File: src/rtl/krnl_vadd_arb_pkg.sv
// Shared types and width helpers for the vadd adder arbiter.
// Optional perf counters are enabled with KRNL_VADD_ARB_PERF_CNT_EN.
package krnl_vadd_arb_pkg;

    typedef enum logic {
        IDLE  = 1'b0,
        GRANT = 1'b1
    } arb_state_e;

    function automatic int clog2(input int n);
        int r;
        r = 0;
        for (int i = 0; i < 31; i++) begin
            if ((1 << i) < n) r = i + 1;
        end
        return r;
    endfunction

    function automatic int tag_w(input int num_req);
        return (num_req < 2) ? 1 : clog2(num_req);
    endfunction

    // Extra MSB lets equal low bits distinguish full from empty.
    function automatic int fifo_ptr_w(input int depth);
        return clog2(depth) + 1;
    endfunction

endpackage

File: src/rtl/krnl_vadd_tag_fifo.sv
// In-order FIFO of requester IDs for beats in flight in the adder.
// Full is taken from the pre-pop count, so a full FIFO never accepts a push.
module krnl_vadd_tag_fifo
    import krnl_vadd_arb_pkg::*;
#(
    parameter int DEPTH = 16,
    parameter int W     = 2
) (
    input  logic         aclk,
    input  logic         areset,
    input  logic         push,
    input  logic         pop,
    input  logic [W-1:0] din,
    output logic         full,
    output logic         empty,
    output logic [W-1:0] head
);

    localparam int PW = fifo_ptr_w(DEPTH);
    localparam int AW = PW - 1;

    logic [PW-1:0] wr_ptr;
    logic [PW-1:0] rd_ptr;
    logic [W-1:0]  mem [DEPTH];
    logic          do_wr;
    logic          do_rd;

    assign empty = (wr_ptr == rd_ptr);
    assign full  = (wr_ptr[AW] != rd_ptr[AW]) &&
                   (wr_ptr[AW-1:0] == rd_ptr[AW-1:0]);
    assign do_wr = push & ~full;
    assign do_rd = pop & ~empty;
    assign head  = mem[rd_ptr[AW-1:0]];

    always_ff @(posedge aclk) begin
        if (areset) begin
            wr_ptr <= '0;
            rd_ptr <= '0;
        end else begin
            if (do_wr) wr_ptr <= wr_ptr + PW'(1);
            if (do_rd) rd_ptr <= rd_ptr + PW'(1);
        end
    end

    always_ff @(posedge aclk) begin
        if (do_wr) mem[wr_ptr[AW-1:0]] <= din;
    end

endmodule

File: src/rtl/krnl_vadd_adder_arbiter.sv
// Round-robin, burst-locked sharing of one vadd adder among NUM_REQ streams.
// Optional perf counters are enabled with KRNL_VADD_ARB_PERF_CNT_EN.
module krnl_vadd_adder_arbiter
    import krnl_vadd_arb_pkg::*;
#(
    parameter int NUM_REQ      = 4,
    parameter int C_DATA_WIDTH = 32,
    parameter int BURST_LEN    = 8,
    parameter int TAG_DEPTH    = 16,
    localparam int TW          = tag_w(NUM_REQ),
    localparam int DW2         = 2 * C_DATA_WIDTH,
    localparam int RW          = C_DATA_WIDTH + 1
) (
    input  logic                  aclk,
    input  logic                  areset,
    input  logic [NUM_REQ-1:0]    req_tvalid,
    input  logic [NUM_REQ*DW2-1:0] req_tdata,
    output logic [NUM_REQ-1:0]    req_tready,
    output logic [NUM_REQ-1:0]    rsp_tvalid,
    output logic [NUM_REQ*RW-1:0] rsp_tdata,
    input  logic [NUM_REQ-1:0]    rsp_tready,
    output logic                  add_s_tvalid,
    output logic [DW2-1:0]        add_s_tdata,
    input  logic                  add_s_tready,
    input  logic                  add_m_tvalid,
    input  logic [RW-1:0]         add_m_tdata,
    output logic                  add_m_tready,
    output logic [TW-1:0]         grant_id,
    output logic                  busy,
    output logic                  tag_err
`ifdef KRNL_VADD_ARB_PERF_CNT_EN
    ,
    output logic [NUM_REQ*32-1:0] perf_beats,
    output logic [31:0]           perf_stall
`endif
);

    localparam logic [7:0] LAST = 8'(BURST_LEN - 1);

    arb_state_e    state_q, state_d;
    logic [TW-1:0] grant_q, grant_d;
    logic [TW-1:0] rr_q, rr_d;
    logic [7:0]    cnt_q, cnt_d;
    logic [TW-1:0] pick;
    logic [TW-1:0] scan_idx;
    logic [TW-1:0] grant_nxt;
    logic          push;
    logic          pop;
    logic          tag_full;
    logic          tag_empty;
    logic [TW-1:0] tag_head;
    logic [DW2-1:0] req_beat [NUM_REQ];

    for (genvar gi = 0; gi < NUM_REQ; gi++) begin : g_slice
        assign req_beat[gi] = req_tdata[gi*DW2 +: DW2];
    end

    // Scan downwards so the nearest valid requester after rr_q wins.
    always_comb begin
        pick     = rr_q;
        scan_idx = '0;
        for (int k = NUM_REQ - 1; k >= 0; k--) begin
            scan_idx = TW'((int'(rr_q) + k) % NUM_REQ);
            if (req_tvalid[scan_idx]) pick = scan_idx;
        end
    end

    assign grant_nxt = (grant_q == TW'(NUM_REQ - 1)) ? '0 : grant_q + TW'(1);

    always_comb begin
        state_d      = state_q;
        grant_d      = grant_q;
        rr_d         = rr_q;
        cnt_d        = cnt_q;
        req_tready   = '0;
        add_s_tvalid = 1'b0;
        push         = 1'b0;
        unique case (state_q)
            IDLE: begin
                if (|req_tvalid) begin
                    grant_d = pick;
                    cnt_d   = '0;
                    state_d = GRANT;
                end
            end
            GRANT: begin
                add_s_tvalid        = req_tvalid[grant_q] & ~tag_full;
                req_tready[grant_q] = add_s_tready & ~tag_full;
                push                = add_s_tvalid & add_s_tready;
                if (push) cnt_d = cnt_q + 8'd1;
                if (!req_tvalid[grant_q] || (push && cnt_q == LAST)) begin
                    state_d = IDLE;
                    rr_d    = grant_nxt;
                end
            end
            default: state_d = IDLE;
        endcase
    end

    always_ff @(posedge aclk) begin
        if (areset) begin
            state_q <= IDLE;
            grant_q <= '0;
            rr_q    <= '0;
            cnt_q   <= '0;
        end else begin
            state_q <= state_d;
            grant_q <= grant_d;
            rr_q    <= rr_d;
            cnt_q   <= cnt_d;
        end
    end

    assign add_s_tdata = req_beat[grant_q];

    krnl_vadd_tag_fifo #(
        .DEPTH (TAG_DEPTH),
        .W     (TW)
    ) u_tag_fifo (
        .aclk   (aclk),
        .areset (areset),
        .push   (push),
        .pop    (pop),
        .din    (grant_q),
        .full   (tag_full),
        .empty  (tag_empty),
        .head   (tag_head)
    );

    // Return routing depends only on the FIFO head, never on request side.
    always_comb begin
        rsp_tvalid   = '0;
        add_m_tready = 1'b0;
        if (!tag_empty) begin
            rsp_tvalid[tag_head] = add_m_tvalid;
            add_m_tready         = rsp_tready[tag_head];
        end
    end

    assign pop       = add_m_tvalid & add_m_tready;
    assign rsp_tdata = {NUM_REQ{add_m_tdata}};

    always_ff @(posedge aclk) begin
        if (areset) begin
            tag_err <= 1'b0;
        end else if (add_m_tvalid && tag_empty) begin
            tag_err <= 1'b1;
        end
    end

    assign grant_id = grant_q;
    assign busy     = (state_q == GRANT) | ~tag_empty;

`ifdef KRNL_VADD_ARB_PERF_CNT_EN
    logic [31:0] beats_q [NUM_REQ];
    logic [31:0] stall_q;

    always_ff @(posedge aclk) begin
        if (areset) begin
            for (int i = 0; i < NUM_REQ; i++) beats_q[i] <= '0;
            stall_q <= '0;
        end else begin
            if (push) beats_q[grant_q] <= beats_q[grant_q] + 32'd1;
            if (state_q == GRANT && req_tvalid[grant_q] && tag_full) begin
                stall_q <= stall_q + 32'd1;
            end
        end
    end

    for (genvar gp = 0; gp < NUM_REQ; gp++) begin : g_perf
        assign perf_beats[gp*32 +: 32] = beats_q[gp];
    end
    assign perf_stall = stall_q;
`endif

endmodule

File: config.mk
export PLATFORM = sky130hd
export DESIGN_NAME = krnl_vadd_adder_arbiter
export DESIGN_NICKNAME = d
export VERILOG_FILES = /design/src/rtl/krnl_vadd_arb_pkg.sv /design/src/rtl/krnl_vadd_tag_fifo.sv /design/src/rtl/krnl_vadd_adder_arbiter.sv
export SDC_FILE = /design/constraint.sdc
export NUM_CORES = 1
export LEC_CHECK = 0
export ABC_CLOCK_PERIOD_IN_PS = 2500
export BUFFER_PORTS_ARGS = -buffer_cell sky130_fd_sc_hd__buf_2
export CELL_PAD_IN_SITES_DETAIL_PLACEMENT = 1
export CELL_PAD_IN_SITES_GLOBAL_PLACEMENT = 1
export CORE_AREA = 3 3 199 201
export DETAILED_ROUTE_END_ITERATION = 6
export DIE_AREA = 0 0 202 204
export PLACE_DENSITY = 0.65
export SLEW_MARGIN = 10
export SYNTH_ARGS = -nofsm -noshare
export SYNTH_HDL_FRONTEND = slang
export SYNTH_SLANG_ARGS = --single-unit
File: constraint.sdc
create_clock -name aclk -period 2.5 [get_ports aclk]
set_input_delay 0.125 -clock aclk [delete_from_list [all_inputs] [get_ports aclk]]
set_output_delay 0.125 -clock aclk [all_outputs]
set_load 0.02 [all_outputs]
==> impl_metrics.ini <==
[detailed_routing]
drt_wl_total_um = 32200
remaining_drc_errors = 0
vias_per_cell = 4.00
dr.max_layer_used = met5
detail-route-antenna-nets = 0
route.met3.wl_um = 3350
detail_route.iter0.violations = 248
via_count = 4948
routedWlPerCell_um = 26.0
detail_route.wirelength.met1_um = 10700
wl_met2_um = 16700
drt_pass1_iterations = 4

[pwr]
vdd_ir_drop_max_mv = 0.310
power.share.combinational = 0.328
p_switching_mw = 1.01
power_frac_clock = 0.354
power.sequential.fraction = 0.318
cellInternalPower_mw = 2.34
swShare = 0.301
finalPower_mw = 3.36
static-leakage-power_nw = 3.03
cellPowerDensity_nw_per_um2 = 449

[grt]
grtUsageTotal = 0.148
grt_max_degree = 87
first_global_vias = 5292
antenna_found_initial = 33
wire_length_of_the_first_global_routing_pass_um = 41800
globalRoute.totalOverflow = 0

[worst_setup_path]
reg2reg_slack_ns = 0.05
crit_path_top_delay_cell = mux4_2
crit_fanout = 5
cpPeakStageDelay_ns = 0.56
worst_ep_arrival_time_ns = 2.34
critical_path_class = reg -> out
path_cells = mux4_2 > mux4_2 > nor3_2 > buf_4 > a211oi_2 > buf_4
r2r.worst_path.cells = 7
cp_data_required_time_ns = 2.38
critical_path.endpoint_type = primary output
category_of_the_worst_setup_path_launch_point = register
crit_end = add_m_tready

[synthesis]
synth.lib_cells_used.distinct = 53
syn_avg_cell_area_um2 = 11.6
syn-cell-area_um2 = 5660
asyncSetResetFlopFracSynth = 0
yosysSeqAreaShare = 0.269
syn-instance-count = 490
synthFlopType = edfxtp_1
synth-warning-count = 0
syn_nets = 801
synth-edff-count = 32
synth.ff_latch_count = 60

[die]
fp-row-count = 71
die-width_um = 202
num_io_pins = 511
fp.coreArea_um2 = 37800
die_area_um2 = 41200
initial_core_util = 0.150
die_height_um = 204

[timing]
period_share = 0.987
worst_slew_slack_as_a_fraction_of_its_limit = 0.467
timing.clock.skew_ns = 0.00701
grt_setup_unrepaired = yes
timing.fmax_ghz = 0.405
finalWorstSetupSlack_ns = 0.0330
worst-slew-pin-transition_ns = 0.791
final-max-slew-violation-count = 0
setup_tns_ns = 0
finalWorstPathRequiredPeriod_ns = 2.47
report.final.hold_viol_count = 0
setup_viol = 0

[clocking]
cts_hold_repair.buffers = 0
clock_tree_from_tritoncts = built
clk_path_buf_depth = 2
worst_setup_hold_path_clk_slew_ns = 0.05
cts_buffers = 9
ctsHtreeMaxLevel = 3
cts-root-buf = clkbuf_16
clk_latency_ns = 0.33
cts.sinks = 60

[cells_and_area]
final_cell_mix = buf_2 (342), mux4_2 (74), nor2_1 (40)
drive_above_1_share = 0.671
nNetsFinal = 1020
postLayoutCoreUtil = 0.198
final_common_cell = buf_2
synthToLayoutAreaGrowth_pct = 32.2
fillerInstances = 4480

[run]
max-cap-violations = 0

[place]
io_buffers = 345
preCtsSetupSlack_ns = -0.0956
gp_congestion = 0.899
place_hpwl_um = 28700

[status]
outcome = finished, final reports clean

[worst_hold_path]
min_path_type = in -> reg
power by group through the flow:
stage / logic [mW] / clock network [mW] / registers, mW
6_report: 1.10 / 1.19 / 1.07
5_1_grt: 1.18 / 1.27 / 1.07
4_1_cts: 1.11 / 1.22 / 1.07
3_5_place_dp: 1.10 / 0 / 1.09
3_3_place_gp: 1.08 / 0 / 1.09
2_1_floorplan: 0.900 / 0 / 1.09
worst min-delay path by stage:
stage                                from                    to  slack [ns]  cells past startpoint
after floorplan              add_m_tvalid  tag_err$_SDFFE_PP0P_        0.27                      2
after global placement    add_m_tdata[24]         rsp_tdata[57]        0.25                      0
after detailed placement  add_m_tdata[24]         rsp_tdata[57]        0.25                      0
after CTS                    add_m_tvalid  tag_err$_SDFFE_PP0P_        0.09                      3
after global routing         add_m_tvalid  tag_err$_SDFFE_PP0P_        0.10                      3
final                        add_m_tvalid  tag_err$_SDFFE_PP0P_        0.10                      3
logic make-up after synthesis:
family                     share of synthesized area
AOI/OAI and AO/OA                             0.0639
buffers and inverters                          0.208
and+or+nand+nor                               0.0911
adders and majority gates                     0.0221
muxes                                          0.321
DFF                                            0.269
xor gates and xnor gates                      0.0248
cell usage after synthesis, types with 3 or more instances:
cell      instances  area share
buf_4           133        0.18
mux2i_1           5      0.0088
nand2_1          14      0.0093
inv_1            13      0.0086
nor3_1            6      0.0053
nand2b_1          5      0.0055
edfxtp_1         32        0.17
nand4_1           5      0.0055
dfxtp_1          28       0.099
ha_1             10       0.022
buf_2             4      0.0035
mux2_1            7       0.014
nand3_1           7      0.0062
o211ai_1          5      0.0066
clkbuf_1         11      0.0073
nor2_1           40       0.027
buf_1             7      0.0046
a21oi_1          10      0.0088
mux4_2           74        0.29
a211oi_1          3      0.0040
o22ai_1           3      0.0033
and2_1            5      0.0055
xnor2_1           8       0.012
or3_1             3      0.0033
nor2b_1           7      0.0077
xor2_1            8       0.012
metal layers:
metal / vias to the layer above / GRT usage
met3: 57 / 0.0535
li1: 2153 / -
met4: 4 / 0.0660
met2: 325 / 0.263
met1: 2409 / 0.157
met5: - / 0
through the flow:
stage | cells | hold WS (ns) | cell area, µm²
after floorplan | 490 | 0.266 | 5660
after global placement | 1206 | 0.250 | 7070
after detailed placement | 1206 | 0.250 | 7070
after CTS | 1224 | 0.0926 | 7400
after global routing | 1233 | 0.101 | 7470
final | 1237 | 0.103 | 7480
critical path, delay by kind of cell, from the launching register on:
kind                   cells  cell delay [ns]
AOI/OAI and AO/OA          1             0.04
buffers and inverters      2             0.33
DFF                        1             0.39
muxes                      2             1.07
and+or+nand+nor            1             0.18
flip-flops by register name, summed over array words and instances, names as in the netlist, named ones only:
signal and cells:
tag_err 1, u_tag_fifo.mem 32, state_q 1, rr_q 2
cnt_q 8, u_tag_fifo.wr_ptr 5, grant_id 2, u_tag_fifo.rd_ptr 5
cell type report:
cell class	count	area, µm²	share of cell area
clock buffers	15	289	0.0386
diodes	12	30.0	0.00401
repair buffers	367	1940	0.259
well taps	511	639	0.0854
inverters	13	48.8	0.00652
flip-flops and latches	60	1540	0.206
clock inverters	1	5.00	0.000669
multi-input cells	258	2990	0.400
timing repair:
item | in CTS | in global routing
endpoints found under the setup margin | 14 | 12
buffers inserted | 2 | 1
pin swaps | 0 | 6
hold endpoints to repair | 0 | 0
resized for setup | 8 | 12
No activity file was read; power rests on OpenSTA's default activity.
